==> src/rtl/booth_pkg.sv <==
// Shared definitions for the radix-8 Booth sequential multiplier: FSM states,
// recoded-digit field layout and digit-count helper.
package booth_pkg;

    typedef enum logic [1:0] {
        IDLE = 2'd0,
        PRE  = 2'd1,
        ITER = 2'd2,
        DONE = 2'd3
    } state_t;

    // sel = {neg, mag[2:0]}
    localparam int SEL_NEG    = 3;
    localparam int SEL_MAG_HI = 2;
    localparam int SEL_MAG_LO = 0;

    // Radix-8 digits needed to cover an extended multiplier of bx_w bits.
    function automatic int n_dig(input int bx_w);
        return (bx_w + 2) / 3;
    endfunction

endpackage

==> src/rtl/booth_r8_enc.sv <==
// Radix-8 Booth recoder: 4-bit overlapping multiplier window -> {neg, magnitude}.
module booth_r8_enc (
    input  logic [3:0] win,
    output logic [3:0] sel
);
    always_comb begin
        sel = 4'b0000;
        unique case (win)
            4'b0000, 4'b1111: sel = 4'b0000;
            4'b0001, 4'b0010: sel = 4'b0001;
            4'b0011, 4'b0100: sel = 4'b0010;
            4'b0101, 4'b0110: sel = 4'b0011;
            4'b0111:          sel = 4'b0100;
            4'b1000:          sel = 4'b1100;
            4'b1001, 4'b1010: sel = 4'b1011;
            4'b1011, 4'b1100: sel = 4'b1010;
            4'b1101, 4'b1110: sel = 4'b1001;
            default:          sel = 4'b0000;
        endcase
    end
endmodule

==> src/rtl/booth_r8_seq_mult.sv <==
// Sequential radix-8 Booth multiplier (pixel x gain), one digit per cycle MSB-first,
// returning the full product plus a rounded, clamped pixel.
module booth_r8_seq_mult
    import booth_pkg::*;
#(
    parameter int A_W    = 8,
    parameter int B_W    = 8,
    parameter int FRAC_W = 4
) (
    input  logic           clk,
    input  logic           rst_n,
    input  logic           in_valid,
    output logic           in_ready,
    input  logic [A_W-1:0] in_a,
    input  logic [B_W-1:0] in_b,
    input  logic           in_signed,
    output logic           out_valid,
    input  logic           out_ready,
    output logic [A_W+B_W-1:0] out_prod,
    output logic [A_W-1:0] out_pix
);
    localparam int P_W   = A_W + B_W;
    localparam int AX    = A_W + 1;
    localparam int BX    = B_W + 1;
    localparam int N_DIG = n_dig(BX);
    localparam int BXE   = 3 * N_DIG;
    localparam int ACC_W = AX + BXE + 1;
    localparam int CNT_W = (N_DIG > 1) ? $clog2(N_DIG) : 1;
    localparam logic [CNT_W-1:0]     LAST_IDX = CNT_W'(N_DIG - 1);
    localparam logic signed [ACC_W:0] HALF    = (ACC_W+1)'((1 << FRAC_W) >> 1);
    localparam logic signed [ACC_W:0] PIX_MAX = (ACC_W+1)'((1 << A_W) - 1);

    state_t                   state_q, state_d;
    logic                     in_ready_q, in_ready_d;
    logic                     out_valid_q, out_valid_d;
    logic [AX-1:0]            a_x_q, a_x_d;
    logic [BXE:0]             bx_q, bx_d;
    logic signed [AX+1:0]     a3_q, a3_d;
    logic signed [ACC_W-1:0]  acc_q, acc_d;
    logic [CNT_W-1:0]         idx_q, idx_d;
    logic                     fin_q, fin_d;
    logic [P_W-1:0]           out_prod_q, out_prod_d;
    logic [A_W-1:0]           out_pix_q, out_pix_d;

    logic signed [BX-1:0]     b_x;
    logic signed [AX+1:0]     a_x_w;
    logic [3:0]               win, sel;
    logic signed [ACC_W-1:0]  ax_e, m, acc_step;
    logic signed [ACC_W:0]    rnd, shf;
    logic [A_W-1:0]           pix;

    assign b_x   = {in_signed & in_b[B_W-1], in_b};
    assign a_x_w = (AX+2)'($signed(a_x_q));
    // Window {B[3i+2:3i], B[3i-1]} is bits [3i+3:3i] once a zero sits below the LSB.
    assign win   = 4'(bx_q >> (3 * int'(idx_q)));

    booth_r8_enc u_enc (.win(win), .sel(sel));

    always_comb begin
        state_d     = state_q;
        in_ready_d  = in_ready_q;
        out_valid_d = out_valid_q;
        a_x_d       = a_x_q;
        bx_d        = bx_q;
        a3_d        = a3_q;
        acc_d       = acc_q;
        idx_d       = idx_q;
        fin_d       = fin_q;
        out_prod_d  = out_prod_q;
        out_pix_d   = out_pix_q;

        ax_e = ACC_W'($signed(a_x_q));
        unique case (sel[SEL_MAG_HI:SEL_MAG_LO])
            3'd1:    m = ax_e;
            3'd2:    m = ax_e <<< 1;
            3'd3:    m = ACC_W'(a3_q);
            3'd4:    m = ax_e <<< 2;
            default: m = '0;
        endcase
        acc_step = (acc_q <<< 3) + (sel[SEL_NEG] ? -m : m);

        rnd = (ACC_W+1)'(acc_q) + HALF;
        shf = rnd >>> FRAC_W;
        if (shf < 0)             pix = '0;
        else if (shf > PIX_MAX)  pix = '1;
        else                     pix = shf[A_W-1:0];

        unique case (state_q)
            IDLE: if (in_valid) begin
                a_x_d      = {in_signed & in_a[A_W-1], in_a};
                bx_d       = {BXE'(b_x), 1'b0};
                in_ready_d = 1'b0;
                state_d    = PRE;
            end
            PRE: begin
                a3_d    = a_x_w + (a_x_w <<< 1);
                acc_d   = '0;
                idx_d   = LAST_IDX;
                fin_d   = 1'b0;
                state_d = ITER;
            end
            ITER: begin
                // Extra cycle after digit 0 so round/clamp reads the registered accumulator.
                if (fin_q) begin
                    out_prod_d  = acc_q[P_W-1:0];
                    out_pix_d   = pix;
                    out_valid_d = 1'b1;
                    state_d     = DONE;
                end else begin
                    acc_d = acc_step;
                    if (idx_q == '0) fin_d = 1'b1;
                    else             idx_d = idx_q - 1'b1;
                end
            end
            DONE: if (out_ready) begin
                out_valid_d = 1'b0;
                in_ready_d  = 1'b1;
                state_d     = IDLE;
            end
            default: state_d = IDLE;
        endcase
    end

    always_ff @(posedge clk) begin
        if (!rst_n) begin
            state_q     <= IDLE;
            in_ready_q  <= 1'b1;
            out_valid_q <= 1'b0;
            a_x_q       <= '0;
            bx_q        <= '0;
            a3_q        <= '0;
            acc_q       <= '0;
            idx_q       <= '0;
            fin_q       <= 1'b0;
            out_prod_q  <= '0;
            out_pix_q   <= '0;
        end else begin
            state_q     <= state_d;
            in_ready_q  <= in_ready_d;
            out_valid_q <= out_valid_d;
            a_x_q       <= a_x_d;
            bx_q        <= bx_d;
            a3_q        <= a3_d;
            acc_q       <= acc_d;
            idx_q       <= idx_d;
            fin_q       <= fin_d;
            out_prod_q  <= out_prod_d;
            out_pix_q   <= out_pix_d;
        end
    end

    assign in_ready  = in_ready_q;
    assign out_valid = out_valid_q;
    assign out_prod  = out_prod_q;
    assign out_pix   = out_pix_q;

endmodule

==> config.mk <==
export PLATFORM = sky130hd
export DESIGN_NAME = booth_r8_seq_mult
export DESIGN_NICKNAME = d
export VERILOG_FILES = /design/src/rtl/booth_pkg.sv /design/src/rtl/booth_r8_enc.sv /design/src/rtl/booth_r8_seq_mult.sv
export SDC_FILE = /design/constraint.sdc
export NUM_CORES = 1
export LEC_CHECK = 0
export CORE_MARGIN = 3
export CORE_UTILIZATION = 62
export CTS_CLUSTER_DIAMETER = 60
export DETAILED_ROUTE_END_ITERATION = 6
export HOLD_SLACK_MARGIN = 0.1
export PLACE_DENSITY = 0.87
export SLEW_MARGIN = 20
export SYNTH_ARGS = -nofsm -noshare
export SYNTH_HDL_FRONTEND = slang
export SYNTH_HIERARCHICAL = 1
export SYNTH_SLANG_ARGS = --single-unit
==> constraint.sdc <==
create_clock -name clk -period 9.68 [get_ports clk]
set_input_delay 1.936 -clock clk [delete_from_list [all_inputs] [get_ports clk]]
set_output_delay 1.936 -clock clk [all_outputs]
set_load 0.02 [all_outputs]
==> impl_metrics.toml <==
[outcome]
status = "complete, no violations"

[routing]
route.vias.total = 4747
wire_per_inst_um = 15.8
met3_length_um = 473
drt-total-wl_um = 12700
drt_iter0_markers = 207
top_layer = "met4"
wl_met1_um = 5700
vias_per_cell = 5.90
final_antenna_net_count = 0
drcViolationCount = 0
dr.pass1.iters = 4
wl_met2_um = 6250

[die]
die_w_um = 98.6
rows = 33
core_um2 = 8260
start_util = 0.644
fp.dieH_um = 98.6
io_pins = 47
die_area_um2 = 9720

[synth]
syn_area_per_cell_um2 = 7.98
synth_top_area_cell = "dfxtp_1"
async_reset_ff_frac = 0
ys_seq_elements = 79
synth_top_area_frac = 0.297
synth.distinct_cells = 66
synth_area_leaders = "dfxtp_1 30%, ha_1 8.7%, nand2_1 7.2%, a21boi_0 5.8%, nor2b_1 4.1%"
synth_warnings = 6
mappedNetlistArea_um2 = 5320
synthCells = 666
ys.flop_type = "dfxtp_1"
syn-num-nets = 726
synth_edf_count = 0
seq_area_frac_synth = 0.297

[worst_setup_path]
cp-end-kind = "flop"
cp.buffers_inverters = 2
crit_path_max_fanout = 15
startpoint = "idx_q[0]"
cpPeakStageDelay_ps = 710
crit_required_ps = 9980
cp_slowest_cell = "dfxtp_1"
arrival_ps = 7290
reg2regPathDepth = 22
worst-path-stages = 22
crit_type = "flop to flop"
path_cells = "inv_1 -> ha_1 -> mux2_2 -> a21oi_1 -> nor2_1 -> a21oi_1 -> o21ai_0 -> inv_1 -> ha_1 -> mux4_2 -> and3b_2 -> a222oi_1 -> and4bb_1 -> and2b_1 -> xnor2_1 -> ha_1 -> a21boi_0 -> o21ai_0 -> a31oi_1 -> a311oi_1 -> xor2_1 -> o21ai_0"
crit_path_start_kind = "flop"
cpLargestDelayFamily = "compound AO/OA/AOI/OAI gates"
rr_startpoint = "idx_q[0]"

[timing]
maxSlewHeadroom = 0.528
rsz0062_at_grt = "false"
finalSetupTns_ps = 0
worst_pin_slew_ps = 709
report.final.slew_viol_count = 0
setup_viol = 0
fin_crit_ps = 6990
timing.fmax_mhz = 143
final.setup_skew_ps = 12.4
finalCritPeriodShare = 0.722
finalHoldViolations = 0

[global_route]
gr-total-overflow = 0
grt_pass1_vias = 4625
grt_antenna_before_repair = 0
grtUsageTotal = 0.272
grt_max_degree = 77
grt_pass1_wl_um = 21900

[clocking]
htreeDepth = 3
holdBufCountCts = 0
ctsLongestPathBuffers = 2
clock_latency_ps = 370
clock-sinks = 79
numCtsBuffers = 9
cts_setup_buffers = 0
cts_tree = "done"
clk_pin_slew_ps = 90
cts_resized = 0
cts_root_buf = "clkbuf_8"

[layout]
diodes = 0
fillers = 689
utilization = 0.731
area_growth_pct = 13.5
drive_gt1_frac = 0.0571
nets = 755

[placed_design]
place.gp.congestion = 0.998
io_buffer_count = 46
place_hpwl_um = 9480

[job]
cap_violations = 0

[power]
p_leak_nw = 2.19
powerDensity_nw_per_um2 = 262
ir_drop_mv = 0.124
finalPower_mw = 1.58

[hold_path]
hold_start = "out_prod[6]"
hold_depth = 2
hold_class = "flop to flop"
final cells by class:
type	instances	area, um^2	share of cell area
Timing Repair Buffer	51	493	0.0817
Inverter	39	146	0.0243
Sequential cell	79	1580	0.262
Clock inverter	7	120	0.0199
Tap cell	105	131	0.0218
Clock buffer	9	124	0.0205
Multi-Input combinational cell	515	3440	0.570
logic make-up after synthesis:
logic type                 synth area share
AOI/OAI and AO/OA                     0.222
xor gates and xnor gates             0.0478
adders and majority gates            0.0946
buffers and inverters                0.0562
DFF                                   0.297
muxes                                0.0513
and+or+nand+nor                       0.231
flip-flops by register name (all words and copies together), names as in the netlist:
signal,cells
acc_q,19
in_ready,1
state_q,2
out_pix,8
out_valid,1
out_prod,16
a_x_q,9
bx_q,9
fin_q,1
a3_q,11
idx_q,2
cells in the final DEF, fill, tap and decap left out, types with 16 or more instances in the layout:
master           synthesis  routed
nand2_1                102     101
dfxtp_1                 79      79
clkdlybuf4s50_1          0      45
o21ai_0                 41      41
a21boi_0                41      41
inv_1                   39      39
a21oi_1                 39      39
ha_1                    37      37
nor2b_1                 35      35
nor2_1                  26      26
xnor2_1                 16      16
mux2i_1                 16      16
cells in the mapped netlist, types with 4 or more instances:
cell type,instances
nand4_1,7
xor2_1,13
nor3_1,12
a31oi_1,4
a22oi_1,6
clkbuf_1,24
mux2i_1,16
o31ai_1,4
a21o_1,5
and3_1,4
nand4b_1,4
ha_1,37
xnor2_1,16
inv_1,39
o21ai_0,41
o21a_1,5
nand2_1,102
nor2_1,26
nor2b_1,35
a211oi_1,10
nor3b_1,5
dfxtp_1,79
a21boi_0,41
mux2_2,4
nand3_1,13
and2_1,4
nand2b_1,11
a21oi_1,39
per-stage QoR:
step / hold slack [ps] / setup WS [ps] / instance area, um^2 / instances
detailed placement: 458 / 2940 / 5790 / 789
global route: 485 / 2170 / 6030 / 805
global placement: 451 / 3230 / 5790 / 789
finish: 465 / 2690 / 6030 / 805
CTS: 469 / 2850 / 6030 / 805
floorplan: 441 / 3960 / 5320 / 666
layer usage:
metal | GRT usage | up-vias
met5 | 0 | -
met4 | 0.0861 | 0
li1 | - | 2376
met2 | 0.468 | 105
met1 | 0.345 | 2240
met3 | 0.0531 | 26
worst paths after layout:
kind                 endpoint  slack (ps)
setup / recovery    acc_q[15]        2690
hold / removal    out_prod[6]         470
setup reg to reg    acc_q[15]        2690
hold reg to reg   out_prod[6]         470
worst reg2reg max path, cell delays in order, from the launching register on:
cell and delay [ps]:
dfxtp_1 710, inv_1 210, ha_1 580, mux2_2 250, a21oi_1 70, nor2_1 140
a21oi_1 50, o21ai_0 390, inv_1 170, ha_1 250, mux4_2 630, and3b_2 310
a222oi_1 590, and4bb_1 420, and2b_1 220, xnor2_1 120, ha_1 360, a21boi_0 340
o21ai_0 170, a31oi_1 480, a311oi_1 190, xor2_1 160, o21ai_0 140
power breakdown:
group / internal [mW] / switching, mW
registers: 0.367 / 0.0532
logic: 0.344 / 0.514
clock network: 0.172 / 0.133
total: 0.883 / 0.700
Note: power is estimated with default switching activity, not from simulation.
